[config.mk]
export PLATFORM = sky130hd
export DESIGN_NAME = present_key_schedule
export DESIGN_NICKNAME = d
export VERILOG_FILES = /design/src/rtl/present_key_schedule.sv
export SDC_FILE = /design/constraint.sdc
export NUM_CORES = 1
export LEC_CHECK = 0
export CORE_MARGIN = 4
export CORE_UTILIZATION = 47
export CTS_CLUSTER_SIZE = 10
export DETAILED_ROUTE_END_ITERATION = 12
export GPL_TIMING_DRIVEN = 0
export PLACE_DENSITY = 0.87
export SLEW_MARGIN = 20
export SYNTH_ARGS = -nofsm -noshare
export SYNTH_HDL_FRONTEND = slang
export SYNTH_SLANG_ARGS = --single-unit
[constraint.sdc]
create_clock -name clock -period 3.7 [get_ports clock]
set_clock_uncertainty 0.15 [all_clocks]
set_input_delay 0.37 -clock clock [delete_from_list [all_inputs] [get_ports clock]]
set_output_delay 0.37 -clock clock [all_outputs]
set_load 0.05 [all_outputs]
[src/rtl/present_key_schedule.sv]
// PRESENT-80 key schedule: loads an 80-bit key on start and streams round keys
// K1..K(NUM_ROUND_KEYS) over a valid/ready handshake, one per accepted beat.
module present_key_schedule #(
    parameter int NUM_ROUND_KEYS = 32
) (
    input  logic        clock,
    input  logic        reset_n,
    input  logic [79:0] key_in,
    input  logic        start,
    output logic        busy,
    output logic        rk_valid,
    input  logic        rk_ready,
    output logic [63:0] round_key,
    output logic [5:0]  round_idx,
    output logic        rk_last,
    output logic        done
);

    typedef enum logic {IDLE, EMIT} state_t;

    localparam logic [5:0] LAST_IDX = 6'(NUM_ROUND_KEYS);

    state_t      state;
    logic [79:0] key_reg;
    logic [5:0]  idx_reg;
    logic        accept;

    function automatic logic [3:0] sbox(input logic [3:0] x);
        logic [3:0] y;
        case (x)
            4'h0: y = 4'hC;  4'h1: y = 4'h5;  4'h2: y = 4'h6;  4'h3: y = 4'hB;
            4'h4: y = 4'h9;  4'h5: y = 4'h0;  4'h6: y = 4'hA;  4'h7: y = 4'hD;
            4'h8: y = 4'h3;  4'h9: y = 4'hE;  4'hA: y = 4'hF;  4'hB: y = 4'h8;
            4'hC: y = 4'h4;  4'hD: y = 4'h7;  4'hE: y = 4'h1;  default: y = 4'h2;
        endcase
        return y;
    endfunction

    // Rotate left 61, S-box the top nibble, then fold the round counter into bits 19:15.
    function automatic logic [79:0] update(input logic [79:0] k, input logic [5:0] c);
        logic [79:0] t;
        t          = {k[18:0], k[79:19]};
        t[79:76]   = sbox(t[79:76]);
        t[19:15]   = t[19:15] ^ c[4:0];
        return t;
    endfunction

    assign accept    = rk_valid & rk_ready;
    assign round_key = key_reg[79:16];
    assign round_idx = idx_reg;

    always_ff @(posedge clock) begin
        if (!reset_n) begin
            state    <= IDLE;
            key_reg  <= '0;
            idx_reg  <= '0;
            rk_valid <= 1'b0;
            busy     <= 1'b0;
            rk_last  <= 1'b0;
            done     <= 1'b0;
        end else begin
            done <= 1'b0;
            case (state)
                IDLE: begin
                    if (start) begin
                        key_reg  <= key_in;
                        idx_reg  <= 6'd1;
                        state    <= EMIT;
                        rk_valid <= 1'b1;
                        busy     <= 1'b1;
                        rk_last  <= (LAST_IDX == 6'd1);
                    end
                end
                EMIT: begin
                    if (accept) begin
                        if (idx_reg == LAST_IDX) begin
                            // key_reg/idx_reg intentionally keep the final values
                            state    <= IDLE;
                            rk_valid <= 1'b0;
                            busy     <= 1'b0;
                            rk_last  <= 1'b0;
                            done     <= 1'b1;
                        end else begin
                            key_reg <= update(key_reg, idx_reg);
                            idx_reg <= idx_reg + 6'd1;
                            rk_last <= (idx_reg + 6'd1 == LAST_IDX);
                        end
                    end
                end
                default: state <= IDLE;
            endcase
        end
    end

endmodule

==> results of run 1 <==
final cells by class:
type                    instances  area [sq um]
repair buffers                156          1560
flip-flops and latches         94          1880
plain buffers                 106           672
clock inverters                 7          75.1
multi-input cells             317          2340
fillers                       831          3420
clock buffers                   9           124
well taps                     136           170
inverters                       9          33.8
cells in the mapped netlist, drive strengths merged, types with 3 or more instances:
cell type and n:
nor2 88, a41o 3, mux2i 76, inv 9
o21ai 8, nand3 8, a21oi 8, a211oi 76
nand2 13, clkbuf 21, ha 8, mux4 3
buf 85, dfxtp 94, xnor2 5
path summary, 6_finish.rpt:
kind           startpoint          end  slack, ns
max          round_idx[0]    flip-flop       0.47
min               reset_n  key_reg[17]       0.25
max reg2reg  round_idx[0]    flip-flop       0.47
min reg2reg   key_reg[19]  key_reg[19]       0.34
metal layers:
layer,share of wire,wire length [um],GRT usage
met5,0,0,0
met4,0.022,337,0.0941
met3,0.069,1040,0.0443
met2,0.48,7280,0.418
met1,0.43,6440,0.316
through the flow:
step / power [mW] / hold WS [ns] / area [sq um] / util / setup WS (ns)
after floorplan: 1.78 / 0.295 / 4920 / - / 0.516
after global placement: 2.08 / 0.315 / 6660 / 0.648 / 0.660
after global routing: 2.89 / 0.261 / 6850 / 0.667 / 0.324
final: 2.79 / 0.251 / 6850 / 0.667 / 0.474
after detailed placement: 2.11 / 0.324 / 6660 / 0.648 / 0.512
after CTS: 2.78 / 0.247 / 6850 / 0.667 / 0.506
report_power, final:
group	internal (mW)	leakage [nW]	switching [mW]	total (mW)
clock network	0.314	0.0914	0.387	0.700
registers	1.10	0.777	0.0697	1.17
logic	0.401	1.87	0.517	0.918
logic make-up after synthesis:
group	share of synthesized area
mux	0.174
buf+inv	0.143
flops	0.382
fa+ha+maj	0.0203
compound gates	0.162
simple gates	0.108
xor+xnor	0.0107
worst max-delay path, stage by stage (launching register included):
cell	delay, ns
dfxtp_1	0.42
clkbuf_1	0.31
inv_1	0.08
ha_1	0.27
a31o_4	0.28
nand2_4	0.14
o2111ai_1	0.19
o21ai_2	0.16
inv_1	0.12
ha_1	0.21
or2_2	0.30
mux4_2	0.47
==> out/results.ini, run 1 <==
[placed_design]
dpl.hpwl_mm=11.6
dp.cells=818
io_buffers=156
gp_congestion=0.935

[synthesis]
avgSynthCellArea_sq_um=9.36
syn_inst=526
synth_cell_type_count=45
yosysSeqAreaShare=0.382
yosysTopAreaCell=dfxtp_1
synth-edff-count=0
synth_area_leaders=dfxtp_1, mux2i_1, a211oi_1
synth-main-ff-cell=dfxtp_1
synthArstFlopShare=0
ys_ff_latch=94
synth.net_count=618
synth_area_sq_um=4920
yosysWarnings=0
synth_top_area_share=0.382

[worst_hold_path]
holdPathStages=3
hold_path_class=in -> reg

[finish]
largest_reg_flops=80
mostFrequentLayoutCells=clkdlybuf4s50_1, dfxtp_1, nor2_1, mux2i_1, a211oi_1
area_growth_pct=39.2
nNetsFinal=785
layout-drive-gt1-share=0.163
final_cells=834
diodes=0
mostFrequentLayoutCell=clkdlybuf4s50_1

[detailed_routing]
drc=0
drtPass1Iterations=5
postRouteAntennaNets=0
drt_iter0_drc=259
wire_per_inst_um=18.1
postRouteWirelength_mm=15.1
via_per_inst=5.36
vias=4472

[run]
maxCapViolCount=0

[clock_network]
cts_buffers=9
post-cts-setup-buffer-count=0
cts_tree=done
clkTransAtPathRegs_ns=0.10
htreeDepth=3
clock_latency_ns=0.35
root_buffer=clkbuf_8
clock-sinks=94
ctsHoldBuffers=0
clock_path_buffers=2
cts-resized-gates=0

[timing]
max_freq_ghz=0.310
drv_slew=0
rsz0062_at_grt=no
period_needed_ns=3.23
relSlewSlack=0.407
finalCritPeriodShare=0.872
finalHoldViolations=0
finalSetupViolations=0
tns_ns=0
tightest_slew_ns=0.889

[die]
ios=158
die_h_um=110
rows=37
die-width_um=110
core_area_sq_um=10300
initial_utilization=0.479
die-area_sq_um=12200

[worst_setup_path]
crit_arrival_ns=3.31
path_class=reg -> reg
worstPathMaxFanout=8
startpoint_type=flip-flop
required_ns=3.79
r2r_cells=11
end_kind=flip-flop

[global_route]
grtUsageTotal=0.248
grt_first_pass_wirelength_mm=23.2
grt_pass1_vias=4537
antenna_found_initial=0
grt_max_degree=17
overflow=0

[power]
p_leak_nw=2.74
p_per_area_nw_per_um2=407
peakVddDrop_uv=246

[outcome]
outcome=finished, final reports clean

(Power assumes the default switching activity.)
==> run 2: changes to the inputs <==
--- a/config.mk
+++ b/config.mk
@@ -5,12 +5,13 @@
 export SDC_FILE = /design/constraint.sdc
 export NUM_CORES = 1
 export LEC_CHECK = 0
+export ABC_AREA = 1
 export CORE_MARGIN = 4
-export CORE_UTILIZATION = 47
+export CORE_UTILIZATION = 46
 export CTS_CLUSTER_SIZE = 10
 export DETAILED_ROUTE_END_ITERATION = 12
 export GPL_TIMING_DRIVEN = 0
-export PLACE_DENSITY = 0.87
+export PLACE_DENSITY = 0.86
 export SLEW_MARGIN = 20
 export SYNTH_ARGS = -nofsm -noshare
 export SYNTH_HDL_FRONTEND = slang
==> out/results.ini, run 2 <==
[worst_setup_path]
end_kind=flip-flop
path_cells=inv_1 -> ha_1 -> nand3_2 -> nand2_4 -> nand2_4 -> nand2_1 -> nand2_1 -> nand2_1 -> inv_1 -> ha_1 -> inv_1 -> nand3_1 -> nand2_1 -> nand2_1 -> nand2_1
crit_arrival_ns=2.53
cp_num_cells=15
worst-path-buf-inv=3
startpoint_type=flip-flop
required_ns=3.87
r2r_cells=15
worstPathMaxFanout=9
crit_family=simple AND/OR/NAND/NOR gates
cp_common_cell=nand2_1
cpMaxStageDelayCell=dfxtp_1
startpoint=round_idx[1]
max_stage_delay_ns=0.53
r2r_start=round_idx[1]
path_class=reg -> reg

[worst_hold_path]
hold_path_class=in -> reg
hp-start=reset_n
holdPathStages=3

[clock_network]
root_buffer=clkbuf_8
ctsHoldBuffers=0
clock_path_buffers=2
clock_latency_ns=0.38
cts_buffers=9
post-cts-setup-buffer-count=0
clock-sinks=94
cts_tree=done
clkTransAtPathRegs_ns=0.10
cts-resized-gates=0
htreeDepth=3

[synthesis]
synth_cell_type_count=31
ys_ff_latch=94
synth_common_cells=nand2_1, dfxtp_1, a31oi_1, buf_4, o21ai_0
synth-main-ff-cell=dfxtp_1
synth_most_common_cell=nand2_1
synthArstFlopShare=0
synth_top_area_share=0.391
yosysSeqAreaShare=0.391
avgSynthCellArea_sq_um=7.37
yosysTopAreaCell=dfxtp_1
syn_inst=653
yosysWarnings=0
synth-edff-count=0
synth_area_sq_um=4820
synth.net_count=745
synth_area_leaders=dfxtp_1, nand2_1, buf_4

[finish]
diodes=0
mostFrequentLayoutCells=nand2_1, clkdlybuf4s50_1, dfxtp_1, a31oi_1, buf_4
mostFrequentLayoutCell=nand2_1
nNetsFinal=912
final_cells=961
layout-drive-gt1-share=0.144
largest_reg_flops=80
final_area_sq_um=6760
area_growth_pct=40.4

[global_route]
grtUsageTotal=0.274
antenna_found_initial=0
overflow=0
grt_max_degree=18
grt_first_pass_wirelength_mm=25.8
grt_pass1_vias=5199

[die]
ios=158
initial_utilization=0.469
die_h_um=110
rows=37
core_area_sq_um=10300
die-width_um=110
die-area_sq_um=12200

[detailed_routing]
wire_per_inst_um=17.6
drtPass1Iterations=5
postRouteWirelength_mm=16.9
via_per_inst=5.52
vias=5301
drc=0
drt_iter0_drc=513
postRouteAntennaNets=0

[power]
p_per_area_nw_per_um2=415
power_mw=2.80
peakVddDrop_uv=209
p_leak_nw=2.81

[placed_design]
io_buffers=156
post_dp_cell_area_sq_um=6550
dpl.hpwl_mm=12.9
gp_congestion=0.892
dp.cells=945
pre_cts_ws_ns=1.23

[run]
maxCapViolCount=0

[timing]
rsz0062_at_grt=no
finalSetupViolations=0
finalHoldViolations=0
setup_slack_ns=1.33
period_needed_ns=2.37
tightest_slew_ns=0.743
finalCritPeriodShare=0.640
drv_slew=0
tns_ns=0
max_freq_ghz=0.422
relSlewSlack=0.505

[outcome]
outcome=finished, final reports clean

-- run 2: changes by cell type in the layout (fill, tap and decap cells not counted), sizes merged, moves of 3 or more --
cell,previous run,this run
nand2,13,205
a211oi,76,0
mux2i,76,0
a31oi,1,76
o21ai,8,81
nor2,88,16
inv,9,26
nand3,8,20
buf,85,91
a41o,3,0
mux4,3,0
xnor2,5,2
-- run 2: path summary, 6_finish.rpt --
path / end / slack [ns]
setup / recovery: flip-flop / 1.33
hold / removal: key_reg[18] / 0.22
setup reg to reg: flip-flop / 1.33
hold reg to reg: key_reg[79] / 0.33
-- run 2: layer usage --
metal  global-route usage  wire length (um)  vias up
li1                     -                 -     2448
met1                0.349              6570     2447
met2                0.441              7920      347
met3               0.0530              1650       59
met4                0.138               732        0
met5                    0                 0        -
-- run 2: logic make-up after synthesis --
group | synth area share
buf+inv | 0.175
xor+xnor | 0.00728
compound gates | 0.198
simple gates | 0.208
fa+ha+maj | 0.0208
flops | 0.391
-- run 2: area by class of cell --
type | count | area (sq um)
Buffer | 111 | 756
Clock buffer | 10 | 138
Clock inverter | 6 | 75.1
Fill cell | 878 | 3520
Inverter | 23 | 86.3
Multi-Input combinational cell | 425 | 2090
Sequential cell | 94 | 1880
Tap cell | 136 | 170
Timing Repair Buffer | 156 | 1560
-- run 2: where the power goes --
part,total [mW],internal (mW),switching [mW]
logic,0.878,0.362,0.516
registers,1.18,1.10,0.0790
clock network,0.747,0.342,0.405
total,2.80,1.80,1.00
-- run 2: worst min-delay path: stages --
cell and delay [ns]:
buf_2 0.17, o21ai_2 0.10, nor2_4 0.05
-- run 2: per-stage QoR --
stage	util	hold WS (ns)
after global routing	0.658	0.247
after detailed placement	0.637	0.317
after CTS	0.658	0.219
final	0.658	0.220
after floorplan	-	0.295
after global placement	0.637	0.310
==> run 3: changes to the inputs <==
==> constraint.sdc (replaced) <==
create_clock -name clock -period 2.3 [get_ports clock]
set_clock_uncertainty 0.15 [all_clocks]
set_input_delay 0.23 -clock clock [delete_from_list [all_inputs] [get_ports clock]]
set_output_delay 0.23 -clock clock [all_outputs]
set_load 0.05 [all_outputs]
==> out/results.ini, run 3 (synthesis gave the netlist of run 2 again) <==
[timing]
finalCritPeriodShare=0.944
relSlewSlack=0.523
tightest_slew_ns=0.715
drv_slew=0
finalHoldViolations=0
rsz0062_at_grt=no
max_freq_ghz=0.461
setup_slack_ns=0.129
finalSetupViolations=0
period_needed_ns=2.17
timing.hold.ws_ns=0.104

[power]
power_frac_seq=0.420
p_per_area_nw_per_um2=664
clkPwrFrac=0.262
switching_share=0.359
p_comb_frac=0.317
p_leak_nw=2.81
p_int_mw=2.88
power_mw=4.50
p_sw_mw=1.62
peakVddDrop_uv=483

[global_route]
overflow=0
grt_util_met3=0.0460
use_met2=0.442
grt_max_degree=19
grtUsageTotal=0.277
grt.busiest_layer=met2
grt_first_pass_wirelength_mm=25.6
antenna_found_initial=0
grt_pass1_vias=5092
grt_use_met1=0.366

[run]
maxCapViolCount=0

[detailed_routing]
vias=5228
drtPass1Iterations=5
drc=0
via_per_inst=5.44
postRouteAntennaNets=0
drt_iter0_drc=365
wire_per_inst_um=17.9
postRouteWirelength_mm=17.2

[finish]
multiInputGateArea_sq_um=2110
largest_reg_flops=80
mostFrequentLayoutCell=nand2_1
area_growth_pct=40.8
final_cells=961
diodes=0
nNetsFinal=912
mostFrequentLayoutCells=nand2_1, clkdlybuf4s50_1, dfxtp_1, a31oi_1, buf_4
fillers=876
layout-drive-gt1-share=0.153
fin_util=0.660
area.sequential_sq_um=1890

[placed_design]
dpl.hpwl_mm=12.8
io_buffers=156
pre_cts_ws_ns=-0.0518
gp_congestion=0.934
dp.cells=945

[die]
rows=37
core_area_sq_um=10300
die_h_um=110
ios=158
die-area_sq_um=12200
die-width_um=110
initial_utilization=0.469

[worst_setup_path]
startpoint=round_idx[0]
r2r_slack_ns=0.13
r2r_cells=15
worstPathMaxFanout=9
crit_arrival_ns=2.29
end_kind=flip-flop
startpoint_type=flip-flop
r2r_start=round_idx[0]
required_ns=2.42
path_class=reg -> reg

[clock_network]
clock-sinks=94
cts_buffers=9
clock_latency_ns=0.38
root_buffer=clkbuf_8
clkTransAtPathRegs_ns=0.10
clock_path_buffers=2
htreeDepth=3
cts_tree=done
post-cts-setup-buffer-count=0

[worst_hold_path]
hold_path_class=in -> reg

[outcome]
outcome=finished, final reports clean

run 3: area by class of cell:
cell class                 instances  area share
buffer                           111       0.111
clock inverter                     7      0.0126
sequential                        94       0.278
tap                              136      0.0251
clock buffer                       9      0.0183
multi-input combinational        425       0.311
inverter                          23      0.0127
timing repair buffer             156       0.230
run 3: power groups by stage:
stage	clock network [mW]	registers, mW	logic [mW]
final	1.18	1.89	1.43
after global routing	1.25	1.90	1.51
after CTS	1.18	1.88	1.41
after detailed placement	0	1.92	1.41
after global placement	0	1.92	1.39
after floorplan	0	1.89	0.911
run 3: stage by stage:
step                       TNS, ns  instance area (sq um)
after global placement    -0.00449                   6550
after CTS                        0                   6760
after detailed placement   -0.0518                   6550
after floorplan                  0                   4820
after global routing             0                   6780
final                            0                   6780
run 3: worst max-delay path: stages (launching register included):
cell and delay, ns:
dfxtp_4 0.39, inv_1 0.11, ha_1 0.19, nand3_2 0.10
nand2_4 0.14, nand2_4 0.10, nand2_1 0.07, nand2_1 0.07
nand2_2 0.13, inv_2 0.08, ha_4 0.27, inv_1 0.03
nand3_1 0.07, nand2_1 0.06, nand2_1 0.05, nand2_1 0.04
run 3: routing by layer:
metal | share of wire | routed length, um | vias up
met5 | 0 | 0 | -
met4 | 0.032 | 549 | 0
met3 | 0.10 | 1730 | 40
met2 | 0.46 | 7880 | 325
met1 | 0.41 | 7000 | 2400
li1 | - | - | 2463
run 3: worst min-delay path by stage:
stage | start | end | cells past startpoint
floorplan | start | state | 2
CTS | reset_n | key_reg[18] | 3
finish | reset_n | key_reg[18] | 3
global route | reset_n | key_reg[18] | 3
global placement | flip-flop | key_reg[78] | 2
detailed placement | flip-flop | key_reg[79] | 2
run 3: repair_timing:
action / 4_1_cts / 5_1_grt
hold buffers: 0 / 0
endpoints found under the setup margin: 0 / 4
gates resized for setup: 0 / 6
